### config.mk
export PLATFORM = sky130hd
export DESIGN_NAME = dmem_arbiter_flat
export DESIGN_NICKNAME = d
export VERILOG_FILES = /design/src/rtl/dmem_arbiter_if.sv /design/src/rtl/dmem_arbiter.sv /design/src/flat_wrapper.sv
export SDC_FILE = /design/constraint.sdc
export NUM_CORES = 1
export LEC_CHECK = 0
export CORE_AREA = 5 5 119 121
export CTS_BUF_LIST = sky130_fd_sc_hd__clkbuf_8 sky130_fd_sc_hd__clkbuf_16
export CTS_CLUSTER_SIZE = 28
export DETAILED_ROUTE_END_ITERATION = 6
export DIE_AREA = 0 0 124 126
export GPL_TIMING_DRIVEN = 1
export HOLD_SLACK_MARGIN = 0.08
export PLACE_DENSITY = 0.87
export SLEW_MARGIN = 20
export SYNTH_ARGS = -nofsm -noshare
export SYNTH_HDL_FRONTEND = slang
export SYNTH_SLANG_ARGS = --single-unit
### constraint.sdc
create_clock -name I_clk -period 1.8 [get_ports I_clk]
set_input_delay 0.36 -clock I_clk [delete_from_list [all_inputs] [get_ports I_clk]]
set_output_delay 0.36 -clock I_clk [all_outputs]
set_load 0.005 [all_outputs]
### src/rtl/dmem_arbiter_if.sv
// Bus bundle between the two requesters, the dmem_arbiter and the cache data port.
// The arbiter uses the slave modport; the requester/cache environment uses master.
interface dmem_arbiter_if;
  logic        I_m0_req;
  logic [31:0] I_m0_addr;
  logic [31:0] I_m0_wdata;
  logic [3:0]  I_m0_wmask;
  logic        I_m0_we;
  logic [31:0] O_m0_rdata;
  logic        O_m0_stall;

  logic        I_m1_req;
  logic [31:0] I_m1_addr;
  logic [31:0] I_m1_wdata;
  logic [3:0]  I_m1_wmask;
  logic        I_m1_we;
  logic [31:0] O_m1_rdata;
  logic        O_m1_stall;

  logic        O_s_req;
  logic [31:0] O_s_addr;
  logic [31:0] O_s_wdata;
  logic [3:0]  O_s_wmask;
  logic        O_s_we;
  logic [31:0] I_s_rdata;
  logic        I_s_stall;

  modport slave (
    input  I_m0_req, I_m0_addr, I_m0_wdata, I_m0_wmask, I_m0_we,
    input  I_m1_req, I_m1_addr, I_m1_wdata, I_m1_wmask, I_m1_we,
    input  I_s_rdata, I_s_stall,
    output O_m0_rdata, O_m0_stall, O_m1_rdata, O_m1_stall,
    output O_s_req, O_s_addr, O_s_wdata, O_s_wmask, O_s_we
  );

  modport master (
    output I_m0_req, I_m0_addr, I_m0_wdata, I_m0_wmask, I_m0_we,
    output I_m1_req, I_m1_addr, I_m1_wdata, I_m1_wmask, I_m1_we,
    output I_s_rdata, I_s_stall,
    input  O_m0_rdata, O_m0_stall, O_m1_rdata, O_m1_stall,
    input  O_s_req, O_s_addr, O_s_wdata, O_s_wmask, O_s_we
  );
endinterface

### src/rtl/dmem_arbiter.sv
// Two-master arbiter sharing the cache data port between the CPU (m0) and a secondary requester (m1).
// Define DMEM_ARB_RR_EN for round-robin; otherwise fixed priority with an m1 starvation guard.
module dmem_arbiter #(
  parameter int unsigned STARVE_MAX = 8
) (
  input  logic          I_clk,
  input  logic          I_rst,
  dmem_arbiter_if.slave bus
);

  typedef enum logic [1:0] {
    IDLE  = 2'd0,
    ISSUE = 2'd1,
    RESP  = 2'd2
  } state_e;

  localparam logic [7:0] StarveMax = 8'(STARVE_MAX);

  state_e      state_q;
  logic        owner_q;
  logic        lastGrant_q;
  logic        lastGrant_d;
  logic [7:0]  starveCnt_q;
  logic [7:0]  starveCnt_d;

  logic        sReq_q;
  logic [31:0] sAddr_q;
  logic [31:0] sWdata_q;
  logic [3:0]  sWmask_q;
  logic        sWe_q;

  logic        anyReq;
  logic        grant;
  logic        m1Wins;
  logic        m0Done;
  logic        m1Done;

  assign anyReq = bus.I_m0_req | bus.I_m1_req;
  assign grant  = (state_q == IDLE) & anyReq;

  // Winner selection and bookkeeping for the next arbitration.
  always_comb begin
    m1Wins      = 1'b0;
    starveCnt_d = starveCnt_q;
`ifdef DMEM_ARB_RR_EN
    if (bus.I_m0_req && bus.I_m1_req) begin
      m1Wins = ~lastGrant_q;
    end else begin
      m1Wins = bus.I_m1_req;
    end
    starveCnt_d = '0;
`else
    m1Wins = bus.I_m1_req & (~bus.I_m0_req | (starveCnt_q >= StarveMax));
    if (!bus.I_m1_req) begin
      starveCnt_d = '0;
    end else if (state_q == IDLE) begin
      if (m1Wins) begin
        starveCnt_d = '0;
      end else if (starveCnt_q < StarveMax) begin
        starveCnt_d = starveCnt_q + 8'd1;
      end
    end
`endif
    lastGrant_d = grant ? m1Wins : lastGrant_q;
  end

  always_ff @(posedge I_clk) begin
    if (I_rst) begin
      state_q     <= IDLE;
      owner_q     <= 1'b0;
      lastGrant_q <= 1'b1;
      starveCnt_q <= '0;
      sReq_q      <= 1'b0;
      sAddr_q     <= '0;
      sWdata_q    <= '0;
      sWmask_q    <= '0;
      sWe_q       <= 1'b0;
    end else begin
      lastGrant_q <= lastGrant_d;
      starveCnt_q <= starveCnt_d;
      unique case (state_q)
        IDLE: begin
          if (grant) begin
            owner_q  <= m1Wins;
            sReq_q   <= 1'b1;
            sAddr_q  <= m1Wins ? bus.I_m1_addr  : bus.I_m0_addr;
            sWdata_q <= m1Wins ? bus.I_m1_wdata : bus.I_m0_wdata;
            sWmask_q <= m1Wins ? bus.I_m1_wmask : bus.I_m0_wmask;
            sWe_q    <= m1Wins ? bus.I_m1_we    : bus.I_m0_we;
            state_q  <= ISSUE;
          end
        end
        ISSUE: begin
          // Fields stay frozen until the cache accepts; then they return to zero.
          if (!bus.I_s_stall) begin
            sReq_q   <= 1'b0;
            sAddr_q  <= '0;
            sWdata_q <= '0;
            sWmask_q <= '0;
            sWe_q    <= 1'b0;
            state_q  <= RESP;
          end
        end
        RESP: begin
          state_q <= IDLE;
        end
        default: begin
          state_q <= IDLE;
        end
      endcase
    end
  end

  // Completion is suppressed while reset is held so stalls simply follow the requests.
  assign m0Done = (state_q == RESP) & ~owner_q & ~I_rst;
  assign m1Done = (state_q == RESP) &  owner_q & ~I_rst;

  assign bus.O_m0_stall = bus.I_m0_req & ~m0Done;
  assign bus.O_m1_stall = bus.I_m1_req & ~m1Done;
  assign bus.O_m0_rdata = m0Done ? bus.I_s_rdata : 32'd0;
  assign bus.O_m1_rdata = m1Done ? bus.I_s_rdata : 32'd0;

  assign bus.O_s_req   = sReq_q;
  assign bus.O_s_addr  = sAddr_q;
  assign bus.O_s_wdata = sWdata_q;
  assign bus.O_s_wmask = sWmask_q;
  assign bus.O_s_we    = sWe_q;

endmodule
### src/flat_wrapper.sv
// flat-port wrapper written by rule: the top's interface ports become plain ports
module dmem_arbiter_flat 
#(
  parameter int unsigned STARVE_MAX = 8
)
  (I_clk, I_rst, bus_I_m0_req, bus_I_m0_addr, bus_I_m0_wdata, bus_I_m0_wmask, bus_I_m0_we, bus_I_m1_req, bus_I_m1_addr, bus_I_m1_wdata, bus_I_m1_wmask, bus_I_m1_we, bus_I_s_rdata, bus_I_s_stall, bus_O_m0_rdata, bus_O_m0_stall, bus_O_m1_rdata, bus_O_m1_stall, bus_O_s_req, bus_O_s_addr, bus_O_s_wdata, bus_O_s_wmask, bus_O_s_we);
  dmem_arbiter_if bus_i ();
  input  logic I_clk;
  input  logic I_rst;
  input wire logic [$bits(bus_i.I_m0_req)-1:0] bus_I_m0_req;
  input wire logic [$bits(bus_i.I_m0_addr)-1:0] bus_I_m0_addr;
  input wire logic [$bits(bus_i.I_m0_wdata)-1:0] bus_I_m0_wdata;
  input wire logic [$bits(bus_i.I_m0_wmask)-1:0] bus_I_m0_wmask;
  input wire logic [$bits(bus_i.I_m0_we)-1:0] bus_I_m0_we;
  input wire logic [$bits(bus_i.I_m1_req)-1:0] bus_I_m1_req;
  input wire logic [$bits(bus_i.I_m1_addr)-1:0] bus_I_m1_addr;
  input wire logic [$bits(bus_i.I_m1_wdata)-1:0] bus_I_m1_wdata;
  input wire logic [$bits(bus_i.I_m1_wmask)-1:0] bus_I_m1_wmask;
  input wire logic [$bits(bus_i.I_m1_we)-1:0] bus_I_m1_we;
  input wire logic [$bits(bus_i.I_s_rdata)-1:0] bus_I_s_rdata;
  input wire logic [$bits(bus_i.I_s_stall)-1:0] bus_I_s_stall;
  output wire logic [$bits(bus_i.O_m0_rdata)-1:0] bus_O_m0_rdata;
  output wire logic [$bits(bus_i.O_m0_stall)-1:0] bus_O_m0_stall;
  output wire logic [$bits(bus_i.O_m1_rdata)-1:0] bus_O_m1_rdata;
  output wire logic [$bits(bus_i.O_m1_stall)-1:0] bus_O_m1_stall;
  output wire logic [$bits(bus_i.O_s_req)-1:0] bus_O_s_req;
  output wire logic [$bits(bus_i.O_s_addr)-1:0] bus_O_s_addr;
  output wire logic [$bits(bus_i.O_s_wdata)-1:0] bus_O_s_wdata;
  output wire logic [$bits(bus_i.O_s_wmask)-1:0] bus_O_s_wmask;
  output wire logic [$bits(bus_i.O_s_we)-1:0] bus_O_s_we;
  assign bus_i.I_m0_req = bus_I_m0_req;
  assign bus_i.I_m0_addr = bus_I_m0_addr;
  assign bus_i.I_m0_wdata = bus_I_m0_wdata;
  assign bus_i.I_m0_wmask = bus_I_m0_wmask;
  assign bus_i.I_m0_we = bus_I_m0_we;
  assign bus_i.I_m1_req = bus_I_m1_req;
  assign bus_i.I_m1_addr = bus_I_m1_addr;
  assign bus_i.I_m1_wdata = bus_I_m1_wdata;
  assign bus_i.I_m1_wmask = bus_I_m1_wmask;
  assign bus_i.I_m1_we = bus_I_m1_we;
  assign bus_i.I_s_rdata = bus_I_s_rdata;
  assign bus_i.I_s_stall = bus_I_s_stall;
  assign bus_O_m0_rdata = bus_i.O_m0_rdata;
  assign bus_O_m0_stall = bus_i.O_m0_stall;
  assign bus_O_m1_rdata = bus_i.O_m1_rdata;
  assign bus_O_m1_stall = bus_i.O_m1_stall;
  assign bus_O_s_req = bus_i.O_s_req;
  assign bus_O_s_addr = bus_i.O_s_addr;
  assign bus_O_s_wdata = bus_i.O_s_wdata;
  assign bus_O_s_wmask = bus_i.O_s_wmask;
  assign bus_O_s_we = bus_i.O_s_we;
  dmem_arbiter #(.STARVE_MAX(STARVE_MAX)) u_core (.I_clk(I_clk), .I_rst(I_rst), .bus(bus_i));
endmodule
== Word level (Yosys, flattened, before mapping) ==
Index checks and enable logic that the tools add are counted.
Cells by class
  reduce and logical (&&, ||, !) cells: 8
  add/subtract/negate cells: 1
  equality and inequality tests: 4
  bitwise logic cells: 16
  muxes and demuxes: 24
  $lt $le $gt $ge: 2
Operators with widths (number)
  32-bit two-way mux: 7
  32-bit one-hot mux with 2 select lines: 2
  8-bit two-way mux: 2
  4-bit two-way mux: 3
  8-bit by 1-bit adder with 8-bit output, second input constant: 1
  1-bit bitwise AND: 8
  8-bit by 4-bit >= comparator with 1-bit output, second input constant: 1
  8-bit by 4-bit less-than comparator with 1-bit output, second input constant: 1
  4-bit one-hot mux with 2 select lines: 1
  1-bit inverter: 6
  2-bit AND reduction: 3
  1-bit two-way mux: 4
  2-bit two-way mux: 2
  1-bit one-hot mux with 2 select lines: 2
  2-bit one-hot mux with 2 select lines: 1
  2-bit nonzero test: 2
  3-bit AND reduction: 1
  2-bit by 1-bit equality test with 1-bit output, second input constant: 1
  2-bit equality test, second input constant: 1
  2-bit zero test: 1
  2-bit by 1-bit inequality test with 1-bit output, second input constant: 1
  2-bit inequality test, second input constant: 1
  1-bit bitwise OR: 2
  2-bit OR reduction: 1
Word-level totals
  input port bits: 175
  register bits: 81
  output and inout bits: 136
  word-level logic and storage cells: 63

== Depth between registers and ports, before layout ==
  depth after elaboration: 6
  gate-level depth with buffers: 8
  depth with buffers taken out: 4

== Worst setup path after synthesis ==
Ideal clock, no wire load.
  kind: input -> output
  start point: input port I_rst
  end point: output port bus_O_m0_rdata[10]
  path slack: 0.150 ns
  path buffers: 2
  data arrival time: 1.290 ns
  cell stages on the path: 4
  required time: 1.440 ns
  path through: clkbuf_1 > nor4b_2 > clkbuf_1 > and2_1
Between the ends
  cells in the longest elaborated chain, start to end: 3
Ends and longest elaborated chain
  start, declared: line flat_wrapper.sv:9  | input logic I_rst;
  1-bit inverter: line dmem_arbiter.sv:115  | assign m0Done = (state_q == RESP) & ~owner_q & ~I_rst;
  1-bit bitwise AND: line dmem_arbiter.sv:115
  32-bit two-way mux: line dmem_arbiter.sv:120  | assign bus.O_m0_rdata = m0Done ? bus.I_s_rdata : 32'd0;
  end, declared: line flat_wrapper.sv:22  | output wire logic [$bits(bus_i.O_m0_rdata)-1:0] bus_O_m0_rdata;
Every way passes these cells.

== Final worst setup path ==
  start point: register u_core.owner_q
  end point: output port bus_O_m0_rdata[28]
Between the ends
  cells in the longest elaborated chain, start to end: 4
Ends and longest elaborated chain
  start, declared: line dmem_arbiter.sv:20  | logic owner_q;
  start signal, assigned: line dmem_arbiter.sv:84  | owner_q <= m1Wins;
  1-bit inverter: line dmem_arbiter.sv:115
  1-bit bitwise AND (2 in a row): line dmem_arbiter.sv:115
  32-bit two-way mux: line dmem_arbiter.sv:120
Every way passes these cells.

==> flow_metrics.tcl <==
set metrics [dict create \
    status "finished, violations left" \
    violations "setup timing" \
    die_h_um 126 \
    reg2reg_slack_ns 0.04 \
    drc 0 \
    dp_worst_setup_slack_ns -0.5742 \
    total_power_uw 5036 \
    timing.rr.start "u_core.starveCnt_q[6]" \
    num_vias 4295 \
    p_per_area_nw_per_um2 621.0 \
    core_area_um2 12980 \
    fin_area_um2 8109 \
    htreeDepth 3 \
    synth-seq-cells 81 \
    grt_max_degree 37 \
    min_to "u_core.owner_q" \
    insertedDiodeCount 0 \
    initial_core_util_pct 31.20 \
    port_buffers 310 \
    ant_nets 0 \
    synth_area_leaders "dfxtp_1, mux2i_1, o2bb2ai_1" \
    ys_types 42 \
    cts_tree "built" \
    synth.net_count 548 \
    crit_cells 5 \
    yosys.area.top_type_share_pct 40.04 \
    postSynthCellCount 371 \
    crit_chain "nor4b_4, buf_4, buf_12, and2_1, dlygate4sd2_1" \
    clock_sinks 81 \
    synthesis.yosys.warnings 0 \
    endpoint_kind "primary output" \
    setup_viol 60 \
    rr_worst_depth 5 \
    final-hold-violation-count 0 \
    pin_count 311 \
    die_width_um 124 \
    wirelength_um 17540 \
    crit_fanout 9 \
    cap_viol_max_count 0 \
    required_ns 1.44 \
    placed_area_um2 7408 \
    dp_hpwl_um 12940 \
    period_share_pct 112.8 \
    min_path_type "in -> reg" \
    fin_nets 887 \
    grt_pass1_wl_um 25120 \
    drive_gt1_share_pct 26.05 \
    hold_path_depth 3 \
    crit_type "reg -> out" \
    yosys.area.top_type "dfxtp_1" \
    cp_num_buf_inv 3 \
    vias_per_cell 4.826 \
    synth_edf_count 0 \
    reg2reg_to "u_core.bus.O_s_wmask[3]" \
    min_period_ns 2.030 \
    fillers 1014 \
    clock_latency_ns 0.32 \
    syn_area_per_cell_um2 10.92 \
    clk_pin_slew_ns 0.06 \
    max_slew_margin_pct 71.23 \
    worst_pin_slew_ns 0.4258 \
    layoutNonFillerInstCount 890 \
    fp.dieArea_um2 15620 \
    slew_violations 0 \
    antenna_found_initial 0 \
    numCtsBuffers 9 \
    worst_slack_ns -0.2305 \
    rows 42 \
    synthesis.area_um2 4050 \
    p_leak_uw 0.003548 \
    cts-root-buf "clkbuf_16" \
    worstHoldStart "I_rst" \
    drtIter0Drc 196 \
    path_delay_family "buffers and inverters" \
    grt_pass1_vias 4877 \
    cts_hold_buffers 0 \
    critPathArrivalTime_ns 1.67 \
    wire_per_inst_um 19.71 \
    crit_slowest_cell "dfxtp_2" \
    clockBufferDepth 2 \
    placed_cells 853 \
    max_stage_delay_ns 0.34 \
    synth_flop_cell "dfxtp_1" \
    gp_congestion 0.8825 \
    area_delta_synth_final_pct 100.2 \
    fin_worst_skew_ns 0.005496 \
    grt-ovfl-total 0 \
    critPathLaunchType "flop" \
    grt_usage_pct 20.48 \
    dr.pass1.iters 4 \
    synth-seq-area-share_pct 40.04 \
    rsz0062_at_grt "yes" \
    vdd_drop_max_v 0.0004007 \
    async_flop_share_pct 0 \
    fmax_mhz 492.5 \
]
## layer usage
layer  GRT usage (%)  wire, um  vias up
li1                -         -     2028
met1           19.14      5785     1998
met2           39.07      9309      229
met3           5.874      1841       40
met4           10.95       604        0
met5               0         0        -
## repair_timing
item	in CTS	in global routing
resized for setup	212	118
gates cloned	6	2
setup buffers	13	7
pin swaps	12	21
endpoints found under the setup margin	66	72
## flip-flops by register name, indices dropped and copies added (netlist names)
| name | flops |
|---|---|
| u_core.bus.O_s_wdata | 32 |
| u_core.bus.O_s_req | 1 |
| u_core.starveCnt_q | 8 |
| u_core.state_q | 2 |
| u_core.bus.O_s_wmask | 4 |
| u_core.bus.O_s_addr | 32 |
| u_core.bus.O_s_we | 1 |
| u_core.owner_q | 1 |
## worst max path at each step
stage / endpoint / startpoint
4_1_cts: bus_O_m1_rdata[3] / u_core.state_q[0]
2_1_floorplan: bus_O_m0_rdata[10] / I_rst
3_3_place_gp: bus_O_m0_rdata[6] / I_rst
6_report: bus_O_m0_rdata[28] / u_core.owner_q
5_1_grt: bus_O_m0_rdata[28] / u_core.state_q[1]
3_5_place_dp: bus_O_m1_rdata[13] / I_rst
## tightest hold or removal path: stages
cell,delay [ns]
clkbuf_2,0.12
buf_4,0.17
nor2_1,0.05
## metrics by stage
step                      TNS [ns]  util, %  hold slack (ns)
final                       -7.796    62.47           0.4187
after global routing        -11.78    62.47           0.4427
after detailed placement    -49.17    57.08           0.4457
after CTS                   -13.48    60.66           0.4649
after global placement      -46.40    57.08           0.4438
after floorplan                  0        -           0.4465
## synthesized netlist by cell type, types with 2 or more instances
cell / count
a21oi_1: 5
a31oi_1: 2
and2_1: 64
and3_1: 2
buf_12: 8
buf_6: 4
clkbuf_1: 17
dfxtp_1: 81
ha_1: 2
inv_1: 6
mux2i_1: 69
nand2_1: 4
nand4_1: 2
nor2_1: 8
nor2b_1: 3
o2bb2ai_1: 59
o2bb2ai_2: 10
## kinds of logic (layout without fill, tap and decap cells)
kind of cell	count (synthesis)	after routing	share of synthesized area, %
adder cells (fa/ha/maj)	2	2	0.6178
multiplexers	70	70	17.33
flip-flops	81	81	40.04
AND/OR/NAND/NOR	98	98	15.48
AO/OA/AOI/OAI	83	84	19.03
buffers and inverters	37	379	7.507
## final cells by class
type	instances	area (um^2)	area share [%]
Timing Repair Buffer	358	3684	45.43
Multi-Input combinational cell	254	2271	28.00
Sequential cell	81	1627	20.06
Clock buffer	9	225.2	2.777
Tap cell	176	220.2	2.716
Clock inverter	6	60.06	0.7406
Inverter	6	22.52	0.2777
## power by group
group,total [uW],internal (uW),switching (uW),leakage [uW]
registers,2020,1940,83.9,0.000667
logic,1260,811,453,0.00274
clock network,1750,1060,691,0.000137
total,5040,3810,1230,0.00355
## placed cells by master, fill, tap and decap left out, types with 8 or more instances in the layout
cell	count
buf_2	8
clkbuf_16	10
and2_4	43
mux2i_1	68
o2bb2ai_1	59
o2bb2ai_2	10
and2_1	21
buf_12	11
dfxtp_1	79
dlygate4sd2_1	16
clkdlybuf4s50_1	243
nor2_1	8
buf_6	50
buf_4	25
Power figures use the tool's default switching activity.
